**config.mk**
```make
export PLATFORM = sky130hd
export DESIGN_NAME = sumcheck_fj_accum
export DESIGN_NICKNAME = d
export VERILOG_FILES = /design/src/rtl/sumcheck_fj_accum.sv
export SDC_FILE = /design/constraint.sdc
export NUM_CORES = 1
export LEC_CHECK = 0
export CORE_AREA = 2 2 356 358
export DETAILED_ROUTE_END_ITERATION = 16
export DIE_AREA = 0 0 358 360
export PLACE_DENSITY_LB_ADDON = 0.15
export SKIP_CTS_REPAIR_TIMING = 1
export SLEW_MARGIN = 20
export SYNTH_ARGS = -nofsm -noshare
export SYNTH_HDL_FRONTEND = slang
export SYNTH_HIERARCHICAL = 1
export SYNTH_SLANG_ARGS = --single-unit
```
**constraint.sdc**
```tcl
create_clock -name clk -period 6.2 [get_ports clk]
set_clock_uncertainty 0.05 [all_clocks]
set_input_delay 1.24 -clock clk [delete_from_list [all_inputs] [get_ports clk]]
set_output_delay 1.24 -clock clk [all_outputs]
set_load 0.02 [all_outputs]
```
**src/rtl/sumcheck_fj_accum.sv**
```systemverilog
// Field definitions, the shared modular adder and the sumcheck fj accumulator.
//
// field_arith_defs : field width and prime (p = 2^61 - 1).
// field_adder      : one-cycle modular adder with an en/ready handshake.
//     clk, rstb : clock, async active-low reset
//     en        : sample a/b this cycle
//     a, b      : operands, both already reduced (< p)
//     ready     : pulses high the cycle after en, when c is valid
//     c         : (a + b) mod p, registered
// sumcheck_fj_accum : sums per-gate fj[0..2] values into sum[0..2] using a
//                     single shared field_adder, one term at a time.
//     clk, rstb   : clock, async active-low reset
//     en          : start one pass (sampled only in ST_IDLE)
//     restart     : with en, clear sums before the pass
//     fj_in       : NGATES x 3 field elements, gate g term k at (g*3+k)*F_NBITS
//     ready       : low while a pass is requested or in progress
//     ready_pulse : one-cycle pulse when a pass completes
//     sum         : sum[k] at k*F_NBITS, registered

package field_arith_defs;
    localparam int unsigned F_NBITS = 61;
    localparam logic [F_NBITS-1:0] PRIME = 61'h1FFF_FFFF_FFFF_FFFF;
endpackage

module field_adder
    import field_arith_defs::*;
(
    input  logic               clk,
    input  logic               rstb,
    input  logic               en,
    input  logic [F_NBITS-1:0] a,
    input  logic [F_NBITS-1:0] b,
    output logic               ready,
    output logic [F_NBITS-1:0] c
);
    logic [F_NBITS:0] raw_sum;
    logic [F_NBITS:0] red_sum;

    // Operands are < p, so a single conditional subtraction fully reduces.
    assign raw_sum = {1'b0, a} + {1'b0, b};
    assign red_sum = raw_sum - {1'b0, PRIME};

    always_ff @(posedge clk or negedge rstb) begin
        if (!rstb) begin
            ready <= 1'b0;
            c     <= '0;
        end else begin
            ready <= en;
            if (en) begin
                c <= (raw_sum >= {1'b0, PRIME}) ? red_sum[F_NBITS-1:0]
                                                : raw_sum[F_NBITS-1:0];
            end
        end
    end
endmodule

module sumcheck_fj_accum
    import field_arith_defs::*;
#(
    parameter int unsigned NGATES = 4
) (
    input  logic                          clk,
    input  logic                          rstb,
    input  logic                          en,
    input  logic                          restart,
    input  logic [NGATES*3*F_NBITS-1:0]   fj_in,
    output logic                          ready,
    output logic                          ready_pulse,
    output logic [3*F_NBITS-1:0]          sum
);
    localparam int unsigned GW = (NGATES > 1) ? $clog2(NGATES) : 1;
    localparam logic [GW-1:0] G_LAST = GW'(NGATES - 1);

    typedef enum logic [1:0] {
        ST_IDLE = 2'd0,
        ST_CLR  = 2'd1,
        ST_ADD  = 2'd2,
        ST_DONE = 2'd3
    } state_t;

    state_t             state;
    logic [GW-1:0]      g;
    logic [1:0]         k;
    logic               add_en;
    logic               add_ready;
    logic [F_NBITS-1:0] add_a;
    logic [F_NBITS-1:0] add_b;
    logic [F_NBITS-1:0] add_c;
    logic [F_NBITS-1:0] sum_q [0:2];

    // Operand selection: current running sum and the (g,k) input term.
    always_comb begin
        add_a = '0;
        add_b = '0;
        for (int j = 0; j < 3; j++) begin
            if (k == 2'(j)) add_a = sum_q[j];
        end
        for (int i = 0; i < int'(NGATES); i++) begin
            for (int j = 0; j < 3; j++) begin
                if (g == GW'(i) && k == 2'(j)) begin
                    add_b = fj_in[(i*3+j)*F_NBITS +: F_NBITS];
                end
            end
        end
    end

    field_adder u_add (
        .clk   (clk),
        .rstb  (rstb),
        .en    (add_en),
        .a     (add_a),
        .b     (add_b),
        .ready (add_ready),
        .c     (add_c)
    );

    // Pass sequencer: one addition in flight at a time, k fastest then g.
    always_ff @(posedge clk or negedge rstb) begin
        if (!rstb) begin
            state  <= ST_IDLE;
            g      <= '0;
            k      <= '0;
            add_en <= 1'b0;
            for (int j = 0; j < 3; j++) sum_q[j] <= '0;
        end else begin
            case (state)
                ST_IDLE: begin
                    add_en <= 1'b0;
                    if (en) begin
                        g <= '0;
                        k <= '0;
                        if (restart) begin
                            state <= ST_CLR;
                        end else begin
                            state  <= ST_ADD;
                            add_en <= 1'b1;
                        end
                    end
                end
                ST_CLR: begin
                    for (int j = 0; j < 3; j++) sum_q[j] <= '0;
                    g      <= '0;
                    k      <= '0;
                    add_en <= 1'b1;
                    state  <= ST_ADD;
                end
                ST_ADD: begin
                    add_en <= 1'b0;
                    if (add_ready) begin
                        sum_q[k] <= add_c;
                        if (k == 2'd2) begin
                            k <= '0;
                            if (g == G_LAST) begin
                                state <= ST_DONE;
                            end else begin
                                g      <= g + GW'(1);
                                add_en <= 1'b1;
                            end
                        end else begin
                            k      <= k + 2'd1;
                            add_en <= 1'b1;
                        end
                    end
                end
                ST_DONE: begin
                    add_en <= 1'b0;
                    state  <= ST_IDLE;
                end
                default: begin
                    add_en <= 1'b0;
                    state  <= ST_IDLE;
                end
            endcase
        end
    end

    // ready also drops in the very cycle en is accepted in ST_IDLE.
    assign ready       = !(((state == ST_IDLE) && en) || (state == ST_CLR) || (state == ST_ADD));
    assign ready_pulse = (state == ST_DONE);
    assign sum         = {sum_q[2], sum_q[1], sum_q[0]};
endmodule

```
==> metrics.txt, run 1 <==
# TYPE chip_impl_metric gauge
chip_impl_metric{name="synth_area",unit="um2"} 26540
chip_impl_metric{name="placedInstanceArea",unit="um2"} 43530
chip_impl_metric{name="synth_seq_area_share",unit="%"} 23.76
chip_impl_metric{name="netlist.area_leader.share",unit="%"} 23.76
chip_impl_metric{name="pwr-share-clk",unit="%"} 5.8
chip_impl_metric{name="power.static_leakage",unit="nW"} 18.62
chip_impl_metric{name="numCtsBuffers",unit=""} 29
chip_impl_metric{name="post_synth_num_cell_types",unit=""} 101
chip_impl_metric{name="multi_input_comb_area",unit="um2"} 21130
chip_impl_metric{name="synth.mux.area_fraction",unit="%"} 5.346
chip_impl_metric{name="drt-wirelength-per-cell",unit="um"} 28.40
chip_impl_info{name="synth.top_cells.by_area",value="dfrtp_1 24%, o21ai_0 8.6%, nand2_1 8.4%"} 1
chip_impl_metric{name="cts.sink_count",unit=""} 252
chip_impl_metric{name="synth.avg_cell_area",unit="um2"} 7.291
chip_impl_metric{name="clock_latency",unit="ns"} 0.60
chip_impl_metric{name="yosysWarningCount",unit=""} 6
chip_impl_metric{name="fin_area",unit="um2"} 48390
chip_impl_metric{name="maximum_number_of_pins_on_one_net_before_global_route_repair",unit=""} 123
chip_impl_info{name="run_status",value="complete, but fails checks"} 1
chip_impl_info{name="startpoint",value="fj_in[434]"} 1
chip_impl_metric{name="globalplace.congestion",unit=""} 0.9958
chip_impl_metric{name="routed_wl",unit="um"} 196600
chip_impl_metric{name="synth_xor_xnor_area_share",unit="%"} 1.518
chip_impl_info{name="critical_path.reg2reg.endpoint",value="u_add/c[21]"} 1
chip_impl_metric{name="synth.net_count",unit=""} 4448
chip_impl_metric{name="synth-adder-area-share",unit="%"} 3.423
chip_impl_metric{name="power_frac_comb",unit="%"} 84.3
chip_impl_metric{name="period_needed",unit="ns"} 6.214
chip_impl_metric{name="fmaxAchievable",unit="GHz"} 0.1609
chip_impl_info{name="ctsRootBufferMaster",value="clkbuf_16"} 1
chip_impl_metric{name="stdcell_count",unit=""} 6923
chip_impl_metric{name="synth_compound_area_share",unit="%"} 32.93
chip_impl_metric{name="placementRows",unit=""} 130
chip_impl_metric{name="initial_utilization",unit="%"} 21.25
chip_impl_metric{name="synth_seq_cells",unit=""} 252
chip_impl_metric{name="report.final.hold_viol_count",unit=""} 0
chip_impl_metric{name="fillers",unit=""} 13080
chip_impl_metric{name="placeableCoreArea",unit="um2"} 124900
chip_impl_info{name="start_kind",value="input port"} 1
chip_impl_metric{name="synthArstFlopShare",unit="%"} 100.0
chip_impl_metric{name="sw_frac_of_total",unit="%"} 50.09
chip_impl_metric{name="top_level_pins",unit=""} 921
chip_impl_metric{name="clock_tree.htree_level_count",unit=""} 1
chip_impl_info{name="hold_end",value="sum[64]"} 1
chip_impl_metric{name="cell_internal_pwr",unit="mW"} 15.12
chip_impl_metric{name="reg2reg_depth",unit=""} 25
chip_impl_metric{name="yosys.area_share.simple",unit="%"} 26.44
chip_impl_info{name="failed_checks",value="setup timing"} 1
chip_impl_metric{name="worstMarginPinSlew",unit="ns"} 1.190
chip_impl_metric{name="worst_slew_margin_rel",unit="%"} 19.86
chip_impl_metric{name="drt_first_pass_iters",unit=""} 6
chip_impl_metric{name="die_width",unit="um"} 358
chip_impl_metric{name="fp.dieArea",unit="um2"} 128900
chip_impl_info{name="clock_tree_from_tritoncts",value="built"} 1
chip_impl_info{name="synth_top_area_cell",value="dfrtp_1"} 1
chip_impl_info{name="ys_dominant_reg_cell",value="dfrtp_1"} 1
chip_impl_metric{name="seq_area",unit="um2"} 6317
chip_impl_metric{name="maximum_net_fanout_on_the_critical_path",unit=""} 8
chip_impl_metric{name="final_worst_setup_slack",unit="ns"} -0.01384
chip_impl_metric{name="fraction_of_layout_instances_using_a_drive_strength_above_1",unit="%"} 28.08
chip_impl_info{name="hp-class",value="reg -> reg"} 1
chip_impl_info{name="timing.critical_path.to_type",value="flip-flop"} 1
chip_impl_metric{name="wp_data_required",unit="ns"} 6.67
chip_impl_info{name="timing.rr.start",value="g[0]"} 1
chip_impl_metric{name="finalSetupViolCount",unit=""} 3
chip_impl_metric{name="detailroute.via_count",unit=""} 36150
chip_impl_metric{name="postSynthCellCount",unit=""} 3640
chip_impl_metric{name="detail-route-antenna-nets",unit=""} 0
chip_impl_metric{name="drt_drc_violations_left",unit=""} 0
chip_impl_metric{name="power.switching",unit="mW"} 15.18
chip_impl_metric{name="num-nets-final",unit=""} 6012
chip_impl_metric{name="ir_worst_vdd",unit="uV"} 373.8
chip_impl_metric{name="all_layer_gr_usage",unit="%"} 28.43
chip_impl_metric{name="reg2reg_slack",unit="ns"} 0.01
chip_impl_metric{name="worst-endpoint-arrival",unit="ns"} 6.68
chip_impl_metric{name="port_buffers",unit=""} 920
chip_impl_metric{name="grt_antenna_before_repair",unit=""} 89
chip_impl_metric{name="first_global_vias",unit=""} 34690
chip_impl_info{name="min_from",value="sum[64]"} 1
chip_impl_info{name="setup.worst_path.class",value="in -> reg"} 1
chip_impl_info{name="final_common_cell",value="clkdlybuf4s50_1"} 1
chip_impl_metric{name="die_h",unit="um"} 360
chip_impl_info{name="highest_count_cells_in_the_layout_ignoring_fill_and_taps",value="911 x clkdlybuf4s50_1, 814 x buf_4, 578 x nand2_1, 408 x o21ai_0, 247 x dfrtp_1"} 1
chip_impl_metric{name="placed_cells",unit=""} 6739
chip_impl_metric{name="min_path_cells",unit=""} 2
chip_impl_metric{name="maxCapViolations",unit=""} 0
chip_impl_metric{name="power.sequential.fraction",unit="%"} 9.9
chip_impl_info{name="combinational_family_with_the_most_area_after_synthesis",value="compound AO/OA/AOI/OAI gates"} 1
chip_impl_metric{name="post_drt_via_cell_ratio",unit=""} 5.222
chip_impl_metric{name="grt_ovf",unit=""} 0
chip_impl_metric{name="synthToLayoutAreaGrowth",unit="%"} 82.34
chip_impl_metric{name="drv_slew",unit=""} 0
chip_impl_metric{name="clkSlewWorstSetupHoldPaths",unit="ns"} 0.06
chip_impl_metric{name="number_of_enable_flip_flop_cells_after_synthesis",unit=""} 0
chip_impl_metric{name="tcrit_tclk_final",unit="%"} 100.2
chip_impl_metric{name="ctsLongestPathBuffers",unit=""} 3
chip_impl_metric{name="p_per_area",unit="nW/um2"} 626.1
chip_impl_info{name="setup_repair_after_global_routing_missed_its_margin",value="true"} 1
chip_impl_metric{name="drt_iter0_drc",unit=""} 3044
chip_impl_metric{name="grt_first_pass_wirelength",unit="um"} 264900
chip_impl_metric{name="place_hpwl",unit="um"} 161300
power by group through the flow:
stage / combinational (mW) / clock, mW / sequential, mW
after CTS: 22.1 / 1.81 / 3.02
after global placement: 22.0 / 0 / 3.05
after floorplan: 9.37 / 0 / 3.16
after global routing: 27.2 / 1.86 / 3.08
after detailed placement: 21.9 / 0 / 3.04
final: 25.6 / 1.75 / 2.99
worst max path at each step:
stage | to | slack [ns] | cells after the start
after floorplan | u_add/c[29] | 0.33 | 18
after global placement | u_add/c[20] | -1.22 | 26
after detailed placement | u_add/c[20] | -1.13 | 24
after CTS | u_add/c[20] | -0.63 | 27
after global routing | u_add/c[29] | -0.23 | 22
final | u_add/c[21] | -0.01 | 22
through the flow:
stage	hold WS [ns]	utilization (%)	power [mW]	TNS, ns	setup WS, ns
finish	0.4968	38.74	30.30	-0.02392	-0.01384
global route	0.5157	38.73	32.10	-5.644	-0.2339
CTS	0.5000	35.61	26.92	-25.01	-0.6327
detailed placement	0.4914	34.84	24.96	-56.52	-1.131
global placement	0.4832	34.84	25.04	-62.33	-1.222
floorplan	0.3019	-	12.53	0	0.3335
state kept, by name (all words and copies together) (netlist names):
register / cells
u_add/c: 61
k: 2
state: 2
add_en: 1
u_add/ready: 1
sum: 183
g: 2
cells in the mapped netlist (56+ instances only):
cell and count:
inv_1 56, o21ai_0 457, a21oi_1 199, nor3_1 61, nor3b_1 72, dfrtp_1 252
a21o_1 66, ha_1 71, a31oi_1 100, mux2i_1 135, buf_2 112, nand3_1 70
nand2_1 592, nor2_1 184, clkbuf_1 189
worst max-delay path: stages:
cell	delay [ns]
clkdlybuf4s50_1	0.58
nor3b_1	0.08
o21ai_1	0.29
o2111ai_2	0.21
o21ai_4	0.31
buf_6	0.18
ha_4	0.21
a21oi_2	0.22
buf_4	0.15
o21a_1	0.17
buf_4	0.18
a2bb2oi_2	0.17
o21ai_2	0.08
o21a_1	0.19
or4_4	0.45
nor4_4	0.33
nand4_1	0.26
nor2_4	0.26
a31oi_4	0.21
buf_12	0.21
or4_1	0.47
a31oi_1	0.20
layer usage:
metal / share of wire [%] / global-route usage [%] / routed length (um) / vias up
met5: 0.095 / 0 / 186 / -
met4: 3.1 / 9.451 / 6122 / 28
met3: 6.6 / 5.080 / 12940 / 236
met2: 47 / 46.42 / 91830 / 1347
met1: 43 / 37.52 / 85510 / 17790
li1: - / - / - / 16750
layout make-up:
type / count / area share (%)
clock buffers: 42 / 1.787
multi-input cells: 2989 / 43.66
diodes: 48 / 0.2482
well taps: 1650 / 4.266
flip-flops and latches: 252 / 13.05
inverters: 56 / 0.4395
clock inverters: 10 / 0.1810
repair buffers: 1876 / 36.37
logic make-up (layout without fill, tap and decap cells):
kind of cell | Yosys count | in the layout
buffers and inverters | 399 | 1984
flip-flops | 252 | 252
other | 0 | 48
multiplexers | 141 | 141
adder cells (fa/ha/maj) | 72 | 72
AO/OA/AOI/OAI | 1345 | 1345
XOR/XNOR | 46 | 46
AND/OR/NAND/NOR | 1385 | 1385
Power figures use the tool's default switching activity.
==> inputs of run 2 (changes only) <==
- RECOVER_POWER: unset -> 25
==> results of run 2 <==
The final DEF is identical to that of run 1; final timing and power are the same.
